[config.mk]
export PLATFORM = sky130hd
export DESIGN_NAME = smachine_io_port_flat
export DESIGN_NICKNAME = d
export VERILOG_FILES = /design/src/rtl/smachine_pkg.sv /design/src/rtl/smachine_io_port_if.sv /design/src/rtl/smachine_debounce.sv /design/src/rtl/smachine_io_port.sv /design/src/flat_wrapper.sv
export SDC_FILE = /design/constraint.sdc
export NUM_CORES = 1
export LEC_CHECK = 0
export CAP_MARGIN = 20
export CORE_ASPECT_RATIO = 1.2
export CORE_UTILIZATION = 45
export DETAILED_ROUTE_END_ITERATION = 8
export PLACE_DENSITY = 0.71
export SETUP_SLACK_MARGIN = 0.5
export SYNTH_ARGS = -nofsm -noshare
export SYNTH_HDL_FRONTEND = slang
export SYNTH_SLANG_ARGS = --single-unit
[constraint.sdc]
create_clock -name clk -period 1.91 [get_ports clk]
set_input_delay 0.382 -clock clk [delete_from_list [all_inputs] [get_ports clk]]
set_output_delay 0.382 -clock clk [all_outputs]
set_load 0.02 [all_outputs]
[src/rtl/smachine_pkg.sv]
// rtl/smachine_pkg.sv - shared constants and types for the SMachine I/O port
//
// Purpose: register address map, bus data width and bus FSM state encoding
//          used by the switch/LED peripheral and its bench.
// Ports:   none (package).
package smachine_pkg;

  localparam int IO_DATA_W = 8;

  localparam logic [1:0] IO_ADDR_SW_STATE = 2'd0;
  localparam logic [1:0] IO_ADDR_SW_EDGE  = 2'd1;
  localparam logic [1:0] IO_ADDR_LED      = 2'd2;
  localparam logic [1:0] IO_ADDR_CTRL     = 2'd3;

  typedef enum logic {
    BUS_IDLE = 1'b0,
    BUS_ACK  = 1'b1
  } bus_state_e;

endpackage

[src/rtl/smachine_io_port_if.sv]
// rtl/smachine_io_port_if.sv - req/ack register bus between core and I/O port
//
// Purpose: bundles the single-outstanding register access handshake.
// Signals: bus_req/bus_we/bus_addr/bus_wdata driven by the master (core),
//          bus_rdata/bus_ack driven by the slave (peripheral).
interface smachine_io_port_if;
  import smachine_pkg::*;

  logic                 bus_req;
  logic                 bus_we;
  logic [1:0]           bus_addr;
  logic [IO_DATA_W-1:0] bus_wdata;
  logic [IO_DATA_W-1:0] bus_rdata;
  logic                 bus_ack;

  modport master (
    output bus_req, bus_we, bus_addr, bus_wdata,
    input  bus_rdata, bus_ack
  );

  modport slave (
    input  bus_req, bus_we, bus_addr, bus_wdata,
    output bus_rdata, bus_ack
  );

endinterface

[src/rtl/smachine_debounce.sv]
// rtl/smachine_debounce.sv - one-bit switch synchroniser and debouncer
//
// Purpose: brings a raw asynchronous switch into the clk domain through two
//          flops, then accepts a level change only after DEBOUNCE_CYCLES
//          consecutive synchronised samples differ from the current level.
// Ports:   clk, reset  - clock, synchronous active-high reset
//          din_i       - raw switch input
//          stable_o    - debounced level
//          rise_o      - high in the cycle whose closing edge raises stable_o
module smachine_debounce #(
  parameter int DEBOUNCE_CYCLES = 4
) (
  input  logic clk,
  input  logic reset,
  input  logic din_i,
  output logic stable_o,
  output logic rise_o
);

  localparam logic [7:0] DB_LIMIT = 8'(DEBOUNCE_CYCLES);

  logic       sync1_q, sync2_q;
  logic [7:0] cnt_q, cnt_d;
  logic       stable_q, stable_d;
  logic       flip;

  // Flip when this sample completes a run of DB_LIMIT differing samples.
  assign flip = (sync2_q != stable_q) && ((cnt_q + 8'd1) == DB_LIMIT);

  always_comb begin
    cnt_d    = cnt_q;
    stable_d = stable_q;
    if (sync2_q == stable_q) begin
      cnt_d = 8'd0;
    end else if (flip) begin
      cnt_d    = 8'd0;
      stable_d = ~stable_q;
    end else begin
      cnt_d = cnt_q + 8'd1;
    end
  end

  always_ff @(posedge clk) begin
    if (reset) begin
      sync1_q  <= 1'b0;
      sync2_q  <= 1'b0;
      cnt_q    <= 8'd0;
      stable_q <= 1'b0;
    end else begin
      sync1_q  <= din_i;
      sync2_q  <= sync1_q;
      cnt_q    <= cnt_d;
      stable_q <= stable_d;
    end
  end

  assign stable_o = stable_q;
  assign rise_o   = flip & ~stable_q;

endmodule

[src/rtl/smachine_io_port.sv]
// rtl/smachine_io_port.sv - memory-mapped switch/LED peripheral
//
// Purpose: debounced switch levels, sticky rising-edge flags, CPU-written LED
//          register and a level interrupt, reached over a req/ack bus.
// Ports:   clk, reset  - clock, synchronous active-high reset
//          bus         - register access handshake (slave side)
//          switch_in   - raw switch inputs, switch0 = bit 0
//          led_out     - LED drive, led0 = bit 0
//          irq         - irq_en AND any pending edge flag
module smachine_io_port #(
  parameter int DEBOUNCE_CYCLES = 4,
  parameter int NUM_SW          = 2,
  parameter int NUM_LED         = 2
) (
  input  logic                clk,
  input  logic                reset,
  smachine_io_port_if.slave   bus,
  input  logic [NUM_SW-1:0]   switch_in,
  output logic [NUM_LED-1:0]  led_out,
  output logic                irq
);
  import smachine_pkg::*;

  // Bits at or above NUM_SW / NUM_LED are held at zero by these masks.
  localparam logic [IO_DATA_W-1:0] SW_MASK  = IO_DATA_W'((1 << NUM_SW) - 1);
  localparam logic [IO_DATA_W-1:0] LED_MASK = IO_DATA_W'((1 << NUM_LED) - 1);

  logic [NUM_SW-1:0]    sw_stable;
  logic [NUM_SW-1:0]    sw_rise;

  bus_state_e           state_q, state_d;
  logic [IO_DATA_W-1:0] led_q, led_d;
  logic [IO_DATA_W-1:0] edge_q, edge_d;
  logic [IO_DATA_W-1:0] rdata_q, rdata_d;
  logic                 irq_en_q, irq_en_d;
  logic [IO_DATA_W-1:0] rd_mux;
  logic [IO_DATA_W-1:0] edge_clr;
  logic                 accept;
  logic                 wr_en;
  logic                 rd_en;

  for (genvar g = 0; g < NUM_SW; g++) begin : g_sw
    smachine_debounce #(
      .DEBOUNCE_CYCLES(DEBOUNCE_CYCLES)
    ) u_debounce (
      .clk      (clk),
      .reset    (reset),
      .din_i    (switch_in[g]),
      .stable_o (sw_stable[g]),
      .rise_o   (sw_rise[g])
    );
  end

  // Bus FSM: a request is taken only in IDLE, so a held req yields one
  // access every two cycles.
  always_comb begin
    state_d = state_q;
    accept  = 1'b0;
    case (state_q)
      BUS_IDLE: begin
        if (bus.bus_req) begin
          accept  = 1'b1;
          state_d = BUS_ACK;
        end
      end
      BUS_ACK: state_d = BUS_IDLE;
      default: state_d = BUS_IDLE;
    endcase
  end

  assign wr_en = accept & bus.bus_we;
  assign rd_en = accept & ~bus.bus_we;

  // Read mux sees register values before this edge's updates.
  always_comb begin
    rd_mux = '0;
    case (bus.bus_addr)
      IO_ADDR_SW_STATE: rd_mux = IO_DATA_W'(sw_stable);
      IO_ADDR_SW_EDGE:  rd_mux = edge_q;
      IO_ADDR_LED:      rd_mux = led_q;
      IO_ADDR_CTRL:     rd_mux = {{(IO_DATA_W-1){1'b0}}, irq_en_q};
      default:          rd_mux = '0;
    endcase
  end

  always_comb begin
    led_d    = led_q;
    irq_en_d = irq_en_q;
    edge_clr = '0;
    rdata_d  = rdata_q;
    if (wr_en && (bus.bus_addr == IO_ADDR_LED)) begin
      led_d = bus.bus_wdata & LED_MASK;
    end
    if (wr_en && (bus.bus_addr == IO_ADDR_CTRL)) begin
      irq_en_d = bus.bus_wdata[0];
    end
    if (wr_en && (bus.bus_addr == IO_ADDR_SW_EDGE)) begin
      edge_clr = bus.bus_wdata;
    end
    if (rd_en) begin
      rdata_d = rd_mux;
    end
    // New rises are ORed in after the clear so a coincident set survives.
    edge_d = ((edge_q & ~edge_clr) | IO_DATA_W'(sw_rise)) & SW_MASK;
  end

  always_ff @(posedge clk) begin
    if (reset) begin
      state_q  <= BUS_IDLE;
      led_q    <= '0;
      edge_q   <= '0;
      rdata_q  <= '0;
      irq_en_q <= 1'b0;
    end else begin
      state_q  <= state_d;
      led_q    <= led_d;
      edge_q   <= edge_d;
      rdata_q  <= rdata_d;
      irq_en_q <= irq_en_d;
    end
  end

  assign bus.bus_ack   = (state_q == BUS_ACK);
  assign bus.bus_rdata = rdata_q;
  assign led_out       = led_q[NUM_LED-1:0];
  assign irq           = irq_en_q & (|edge_q);

endmodule

[src/flat_wrapper.sv]
// flat-port wrapper written by rule: the top's interface ports become plain ports
module smachine_io_port_flat import smachine_pkg::*;
#(
  parameter int DEBOUNCE_CYCLES = 4,
  parameter int NUM_SW          = 2,
  parameter int NUM_LED         = 2
)
  (clk, reset, switch_in, led_out, irq, bus_bus_req, bus_bus_we, bus_bus_addr, bus_bus_wdata, bus_bus_rdata, bus_bus_ack);
  smachine_io_port_if bus_i ();
  input  logic clk;
  input  logic reset;
  input  logic [NUM_SW-1:0] switch_in;
  output logic [NUM_LED-1:0] led_out;
  output logic irq;
  input wire logic [$bits(bus_i.bus_req)-1:0] bus_bus_req;
  input wire logic [$bits(bus_i.bus_we)-1:0] bus_bus_we;
  input wire logic [$bits(bus_i.bus_addr)-1:0] bus_bus_addr;
  input wire logic [$bits(bus_i.bus_wdata)-1:0] bus_bus_wdata;
  output wire logic [$bits(bus_i.bus_rdata)-1:0] bus_bus_rdata;
  output wire logic [$bits(bus_i.bus_ack)-1:0] bus_bus_ack;
  assign bus_i.bus_req = bus_bus_req;
  assign bus_i.bus_we = bus_bus_we;
  assign bus_i.bus_addr = bus_bus_addr;
  assign bus_i.bus_wdata = bus_bus_wdata;
  assign bus_bus_rdata = bus_i.bus_rdata;
  assign bus_bus_ack = bus_i.bus_ack;
  smachine_io_port #(.DEBOUNCE_CYCLES(DEBOUNCE_CYCLES), .NUM_SW(NUM_SW), .NUM_LED(NUM_LED)) u_core (.clk(clk), .reset(reset), .bus(bus_i), .switch_in(switch_in), .led_out(led_out), .irq(irq));
endmodule
==> summary.log, run 1 <==
INFO  critical_path  cp_data_arrival_time=1.81ns
INFO  global_route   first_global_vias=1115
INFO  power_and_ir_drop power_frac_seq=0.518
INFO  critical_path  cp-start-kind=flip-flop
INFO  yosys          sequential_share_of_the_synthesized_area=0.431
INFO  yosys          synthXorXnorAreaFrac=0.0755
INFO  layout         post_layout_nonfiller_instances=215
INFO  critical_path  worst_ep_required_time=2.19ns
INFO  layout         syn2layout_area_growth=34.7%
INFO  clocking       tritoncts.num_buffers=5
INFO  timing         setup-tns-final=0ns
INFO  yosys          yosysWarnings=0
INFO  power_and_ir_drop power.static_leakage=0.000681uW
INFO  layout         layout.cells.most_common_list=nor2_1 (19), dfxtp_1 (19), buf_4 (10)
INFO  routing        final_antenna_net_count=0
INFO  critical_path  setup.worst_path.class=flip-flop to flip-flop
INFO  yosys          synth.ff_latch_count=30
INFO  routing        viasPerCell=5.33
INFO  yosys          post_synth.cell_area_avg=9.16um^2
INFO  yosys          netlist_area=0.00139mm^2
INFO  routing        dr_vias=1146
INFO  clocking       tritoncts_num_sinks=30
INFO  placement      placed_cells=202
INFO  timing         grt_setup_unrepaired=true
INFO  routing        drt_pre_antenna_iters=4
INFO  floorplan      die_x_extent=52.8um
INFO  timing         worst_clock_skew=0.0161ns
INFO  layout         fillers=229
INFO  yosys          number_of_flops_mapped_to_enable_cells_by_yosys=0
INFO  critical_path  crit_fanout=6
INFO  yosys          dominantRegCellSynth=dfxtp_1
INFO  clocking       skew_pair_late_insertion_delay=0.34ns
INFO  yosys          synth_top_family_by_area=simple AND/OR/NAND/NOR gates
INFO  power_and_ir_drop clock_power_share=0.411
INFO  outcome        run_status=finished clean
INFO  floorplan      die_y=62.9um
INFO  yosys          synth-adder-area-share=0.0270
INFO  placement      dp_hpwl=1.87mm
INFO  power_and_ir_drop power.net_switching=275uW
INFO  placement      gpl.final_weighted_congestion=0.790
INFO  timing         post-route-period-util=0.802
INFO  global_route   gr-total-overflow=0
INFO  yosys          post_synth_inst_count=152
INFO  timing         finalMaxSlewViolations=0
INFO  layout         num-nets-final=199
INFO  yosys          post_synthesis_mux_area_share=0.0449
INFO  power_and_ir_drop internal_power=942uW
INFO  power_and_ir_drop portion_of_total_power_attributed_to_combinational_logic=0.071
INFO  timing         setup-violations-final=0
INFO  floorplan      die-area=0.00332mm^2
INFO  floorplan      core_area=0.00286mm^2
INFO  layout         antenna_cells=0
INFO  hold_path      timing.hold.worst.start=u_core.g_sw[0].u_debounce.sync1_q
INFO  routing        routed_wl=2.74mm
INFO  global_route   global_route.usage.total=0.185
INFO  timing         timing.final.crit_period=1.53ns
INFO  yosys          synth_compound_gate_area_share=0.107
INFO  critical_path  cp-end-kind=flip-flop
INFO  clocking       root_buffer=clkbuf_4
INFO  global_route   grt_antenna_before_repair=0
INFO  clocking       clk_pin_slew_worst_paths=0.09ns
INFO  layout         final_layout_size_suffix_gt1_frac=0.320
INFO  clocking       cts_hold_repair.buffers=0
INFO  routing        route.detailed.drc=0
INFO  timing         hold_violation_count_in_the_final_report=0
INFO  routing        detail_route.wl_per_cell=12.7um
INFO  hold_path      worst_hold_path_type=flip-flop to flip-flop
INFO  power_and_ir_drop power.ir.vdd_worst=0.520mV
INFO  global_route   grt_pass1_wl=4.51mm
INFO  placement      place.port_buffers=15
INFO  power_and_ir_drop power.switching_fraction=0.226
INFO  yosys          synth_cell_type_count=40
INFO  placement      preCtsSetupSlack=0.176ns
INFO  clocking       cts-root-to-sink-buffers=2
INFO  timing         post_route_setup_slack=0.378ns
INFO  power_and_ir_drop power_density=649mW/mm^2
INFO  power_and_ir_drop fin_total_pwr=1220uW
INFO  critical_path  critical_path.reg2reg.startpoint=u_core.g_sw[0].u_debounce.cnt_q[1]
INFO  floorplan      design.portCount=28
INFO  floorplan      effective_utilization_at_floorplan=0.486
INFO  yosys          postSynth.asyncResetShare=0
INFO  routing        drt_iter0_markers=21
INFO  yosys          synthesized_area_fraction_occupied_by_and_or_nand_nor_cells=0.261
INFO  clocking       htree_num_levels=2
INFO  clocking       cts_tree=yes
INFO  job            drv.max_cap_violation_count=0
INFO  floorplan      num_rows=21
INFO  timing         fmaxAchievable=653MHz
INFO  global_route   grt_start_max_net_pins=11
INFO  critical_path  crit_path_start=u_core.g_sw[0].u_debounce.cnt_q[1]
-- timing repair --
action / 4_1_cts / 5_1_grt
gates cloned: 0 / 0
pin swaps: 5 / 7
setup buffers: 4 / 1
setup endpoints to repair: 18 / 19
resized for setup: 30 / 29
-- worst max-delay path, cell delays in order (launching register included) --
cell and delay, ns:
dfxtp_4 0.39, ha_4 0.18, nor3b_2 0.05, and3_1 0.18, a211o_1 0.27, a311o_1 0.36
nand2_1 0.06
-- state kept, by name, indices dropped and copies added, names as in the netlist, 2 cells and up --
signal / cells
u_core.g_sw.u_debounce.stable_o: 2
u_core.led_q: 2
u_core.edge_q: 2
u_core.g_sw.u_debounce.sync1_q: 2
u_core.g_sw.u_debounce.sync2_q: 2
u_core.bus.bus_rdata: 2
u_core.g_sw.u_debounce.cnt_q: 16
-- per-layer routing --
layer	part of all wire	vias to the layer above	wire [um]	track usage
met1	0.41	534	1130	0.194
met3	0.043	10	117	0.0754
met2	0.51	28	1410	0.310
li1	-	574	-	-
met5	0	-	0	0
met4	0.031	0	84	0.0888
-- power by group through the flow --
stage	Sequential, uW	Combinational [uW]	Clock (uW)
floorplan	655	47.5	0
global route	631	94.6	544
global placement	651	81.1	0
CTS	637	83.9	514
finish	630	86.7	500
detailed placement	651	82.7	0
-- synth_stat cells, types with 4 or more instances --
master	number	area [um^2]
a21oi_1	4	20.0
buf_4	6	45.0
dfxtp_1	30	601
inv_1	4	15.0
mux2i_1	4	40.0
nand2_1	8	30.0
nand2b_1	6	37.5
nand3_1	5	25.0
nor2_1	22	82.6
nor2b_1	5	31.3
o21ai_0	5	25.0
xnor2_1	4	35.0
xor2_1	8	70.1
-- through the flow --
| step | hold WS, ns | cell area, um^2 | utilization |
|---|---|---|---|
| floorplan | 0.404 | 1440 | - |
| global placement | 0.413 | 1610 | 0.562 |
| detailed placement | 0.421 | 1610 | 0.562 |
| CTS | 0.446 | 1800 | 0.628 |
| global route | 0.457 | 1880 | 0.655 |
| finish | 0.443 | 1880 | 0.655 |
-- layout make-up --
type | instances | area, um^2 | area share
Multi-Input combinational cell | 114 | 893 | 0.476
Inverter | 4 | 15.0 | 0.00801
Sequential cell | 30 | 632 | 0.337
Clock buffer | 6 | 41.3 | 0.0220
Timing Repair Buffer | 25 | 214 | 0.114
Clock inverter | 2 | 37.5 | 0.0200
Tap cell | 34 | 42.5 | 0.0227
-- worst paths after layout --
path	to	slack, ns	cells after the start
worst max-delay path	u_core.g_sw[0].u_debounce.stable_o	0.38	6
worst min-delay path	u_core.g_sw[0].u_debounce.sync2_q	0.44	1
worst max register to register	u_core.g_sw[0].u_debounce.stable_o	0.38	6
worst min register to register	u_core.g_sw[0].u_debounce.sync2_q	0.44	1
-- logic make-up (layout without fill, tap and decap cells) --
| family | after synthesis | count (layout) |
|---|---|---|
| adders and majority gates | 3 | 3 |
| and+or+nand+nor | 67 | 67 |
| xor gates and xnor gates | 12 | 12 |
| muxes | 5 | 5 |
| AOI/OAI and AO/OA | 21 | 21 |
| other | 1 | 6 |
| buffers and inverters | 13 | 37 |
| DFF | 30 | 30 |
No activity file was read; power rests on OpenSTA's default activity.
==> inputs of run 2 (changes only) <==
==> constraint.sdc (replaced) <==
create_clock -name clk -period 1.5 [get_ports clk]
set_input_delay 0.3 -clock clk [delete_from_list [all_inputs] [get_ports clk]]
set_output_delay 0.3 -clock clk [all_outputs]
set_load 0.02 [all_outputs]
==> run 2 against run 1 <==
Net effect:
- the flow now finishes with violations (negative setup slack)
- wire length increased by 25%
- die area unchanged
- power increased by 17%
- cell count increased by 9.8%
- cell area increased by 17%
- setup slack got worse by 0.45 ns
- global-route usage increased by 0.79 points
- count of clock-buffer cells in the layout unchanged
- sequential power increased by 28%
- first-iteration DRC count decreased by 24%
- critical endpoint unchanged
- largest power group unchanged
- highest routed layer unchanged
==> summary.log, run 2 (synthesized netlist as in run 1, its figures left out) <==
INFO  power_and_ir_drop power.ir.vdd_worst=0.670mV [+29%]
INFO  critical_path  cp-start-kind=flip-flop
INFO  layout         fillers=191 [-17%]
INFO  timing         hold_slack=0.443ns [+0.000820 ns]
INFO  floorplan      num_rows=21 [unchanged]
INFO  critical_path  setup.reg_to_reg.worst_slack=-0.07ns [-0.45 ns]
INFO  hold_path      worst_hold_path_type=flip-flop to flip-flop
INFO  clocking       htree_num_levels=2 [unchanged]
INFO  hold_path      holdPathStages=1 [unchanged]
INFO  global_route   global_route.usage.total=0.193 [+0.00786]
INFO  timing         post_route_setup_slack=-0.0700ns [-0.448 ns]
INFO  critical_path  critical_path.reg2reg.startpoint=u_core.g_sw[0].u_debounce.cnt_q[3]
INFO  layout         layout.cells.most_common_list=buf_4 (20), buf_6 (17), nor2_1 (13), dfxtp_2 (13), dfxtp_1 (10)
INFO  critical_path  cp_data_arrival_time=1.84ns [+0.03 ns]
INFO  critical_path  worst_path_dominant_cell_family=compound AO/OA/AOI/OAI gates
INFO  placement      placed_cells=209 [+3.5%]
INFO  clocking       skew_pair_late_insertion_delay=0.34ns [about the same]
INFO  timing         setup-violations-final=4 [+4]
INFO  critical_path  crit_path_start=u_core.g_sw[0].u_debounce.cnt_q[3]
INFO  outcome        run_status=finished, violations left
INFO  layout         antenna_cells=0 [unchanged]
INFO  global_route   grt_antenna_before_repair=0 [unchanged]
INFO  global_route   gr-total-overflow=0 [unchanged]
INFO  floorplan      die_x_extent=52.8um [unchanged]
INFO  placement      dp_hpwl=1.95mm [+4.1%]
INFO  critical_path  setup.worst_path.class=flip-flop to flip-flop
INFO  clocking       cts_tree=yes
INFO  placement      place.port_buffers=15 [unchanged]
INFO  floorplan      die_y=62.9um [unchanged]
INFO  power_and_ir_drop fin_total_pwr=1430uW [+17%]
INFO  timing         hold_violation_count_in_the_final_report=0 [unchanged]
INFO  timing         timing.final.crit_period=1.57ns [+0.0380 ns]
INFO  floorplan      effective_utilization_at_floorplan=0.486 [unchanged]
INFO  clocking       tritoncts_num_sinks=30 [unchanged]
INFO  routing        route.detailed.drc=0 [unchanged]
INFO  timing         fmaxAchievable=637MHz [-2.4%]
INFO  layout         regMostFlops=u_core.g_sw.u_debounce.cnt_q
INFO  floorplan      die-area=0.00332mm^2 [unchanged]
INFO  timing         grt_setup_unrepaired=true
INFO  routing        detail_route.wl_per_cell=14.5um [+14%]
INFO  global_route   grt_pass1_wl=4.82mm [+6.9%]
INFO  routing        drt_iter0_markers=16 [-24%]
INFO  clocking       clk_pin_slew_worst_paths=0.11ns [+0.02 ns]
INFO  routing        final_antenna_net_count=0 [unchanged]
INFO  clocking       root_buffer=clkbuf_4
INFO  timing         worst_clock_skew=0.0204ns [+0.00433 ns]
INFO  floorplan      core_area=0.00286mm^2 [unchanged]
INFO  routing        viasPerCell=5.22 [-2.0%]
INFO  hold_path      timing.hold.worst.start=u_core.g_sw[1].u_debounce.sync1_q
INFO  global_route   first_global_vias=1146 [+2.8%]
INFO  routing        dr_vias=1233 [+7.6%]
INFO  layout         final_layout_size_suffix_gt1_frac=0.525 [+0.204]
INFO  routing        drt_pre_antenna_iters=4 [unchanged]
INFO  layout         largest_register_ffs=16 [unchanged]
INFO  critical_path  crit_buf_inv=0 [unchanged]
INFO  critical_path  worst_r2r_endpoint=u_core.g_sw[0].u_debounce.stable_o
INFO  clocking       cts-root-to-sink-buffers=2 [unchanged]
INFO  power_and_ir_drop power.static_leakage=0.000829uW [+22%]
INFO  layout         syn2layout_area_growth=57.2%
INFO  critical_path  crit_fanout=5 [-1]
INFO  clocking       tritoncts.num_buffers=5 [unchanged]
INFO  timing         finalMaxSlewViolations=0 [unchanged]
INFO  timing         post-route-period-util=1.05 [+0.245]
INFO  clocking       cts_hold_repair.buffers=0 [unchanged]
INFO  job            drv.max_cap_violation_count=0 [unchanged]
INFO  floorplan      design.portCount=28 [unchanged]
INFO  outcome        failed_checks=negative setup slack
INFO  global_route   grt_start_max_net_pins=16 [+5]
INFO  hold_path      min_delay_worst_endpoint=u_core.g_sw[1].u_debounce.sync2_q
INFO  routing        routed_wl=3.43mm [+25%]
INFO  layout         final_common_cell=buf_4
INFO  critical_path  cp-end-kind=flip-flop
INFO  critical_path  r2r_cells=5 [-1]
INFO  power_and_ir_drop power_density=653mW/mm^2 [+0.61%]
INFO  critical_path  worst_ep_required_time=1.77ns [-0.42 ns]
INFO  placement      gpl.final_weighted_congestion=0.687 [-13%]
INFO  layout         post_layout_nonfiller_instances=236 [+9.8%]
INFO  critical_path  crit_path_top_delay_cell=dfxtp_4
INFO  critical_path  cp_slowest_stage_delay=0.41ns [+0.02 ns]
INFO  layout         num-nets-final=220 [+11%]
INFO  critical_path  path_cells=and4_4, a211oi_1, a211o_1, a311o_1, nand2_1
[run 2: stage by stage]
step	util	setup slack, ns	TNS (ns)	instance area (um^2)
final	0.765	-0.0700	-0.216	2190
after global routing	0.765	-0.130	-0.531	2190
after CTS	0.702	-0.0172	-0.0182	2010
after detailed placement	0.610	-0.190	-0.611	1750
after global placement	0.610	-0.145	-0.446	1750
after floorplan	-	0.122	0	1540
[run 2: worst reg2reg max path, cell delays in order, from the launching register on]
cell      delay (ns)
dfxtp_4         0.41
and4_4          0.24
a211oi_1        0.08
a211o_1         0.34
a311o_1         0.37
nand2_1         0.05
[run 2: worst max-delay path by stage]
stage,slack (ns),end,cells past startpoint
3_5_place_dp,-0.19,u_core.led_q[1],5
2_1_floorplan,0.12,u_core.g_sw[0].u_debounce.cnt_q[2],6
3_3_place_gp,-0.14,u_core.led_q[1],5
4_1_cts,-0.02,u_core.g_sw[0].u_debounce.cnt_q[2],6
5_1_grt,-0.13,u_core.g_sw[0].u_debounce.cnt_q[2],6
6_report,-0.07,u_core.g_sw[0].u_debounce.stable_o,5
[run 2: repair_timing]
| action | 4_1_cts | 5_1_grt |
|---|---|---|
| endpoints found under the hold margin | 0 | 0 |
| gates resized for setup | 77 | 26 |
| endpoints found under the setup margin | 31 | 31 |
| gates cloned | 0 | 0 |
| setup buffers | 9 | 10 |
| pin swaps | 18 | 23 |
[run 2: power by group]
group	internal [uW]	switching, uW	leakage, uW
Clock	178	290	0.0000320
Combinational	80.1	75.0	0.000542
Sequential	798	8.98	0.000255
[run 2: cell type report]
cell class | count | area (um^2) | area share
clock buffer | 6 | 41.3 | 0.0189
clock inverter | 2 | 10.0 | 0.00457
inverter | 4 | 15.0 | 0.00686
multi-input combinational | 114 | 1010 | 0.462
sequential | 30 | 643 | 0.294
tap | 34 | 42.5 | 0.0194
timing repair buffer | 46 | 427 | 0.195
[run 2: per-layer routing]
layer / global-route usage / vias to the layer above / part of all wire
li1: - / 610 / -
met1: 0.216 / 598 / 0.40
met2: 0.324 / 19 / 0.55
met3: 0.0560 / 6 / 0.028
met4: 0.0921 / 0 / 0.019
met5: 0 / - / 0
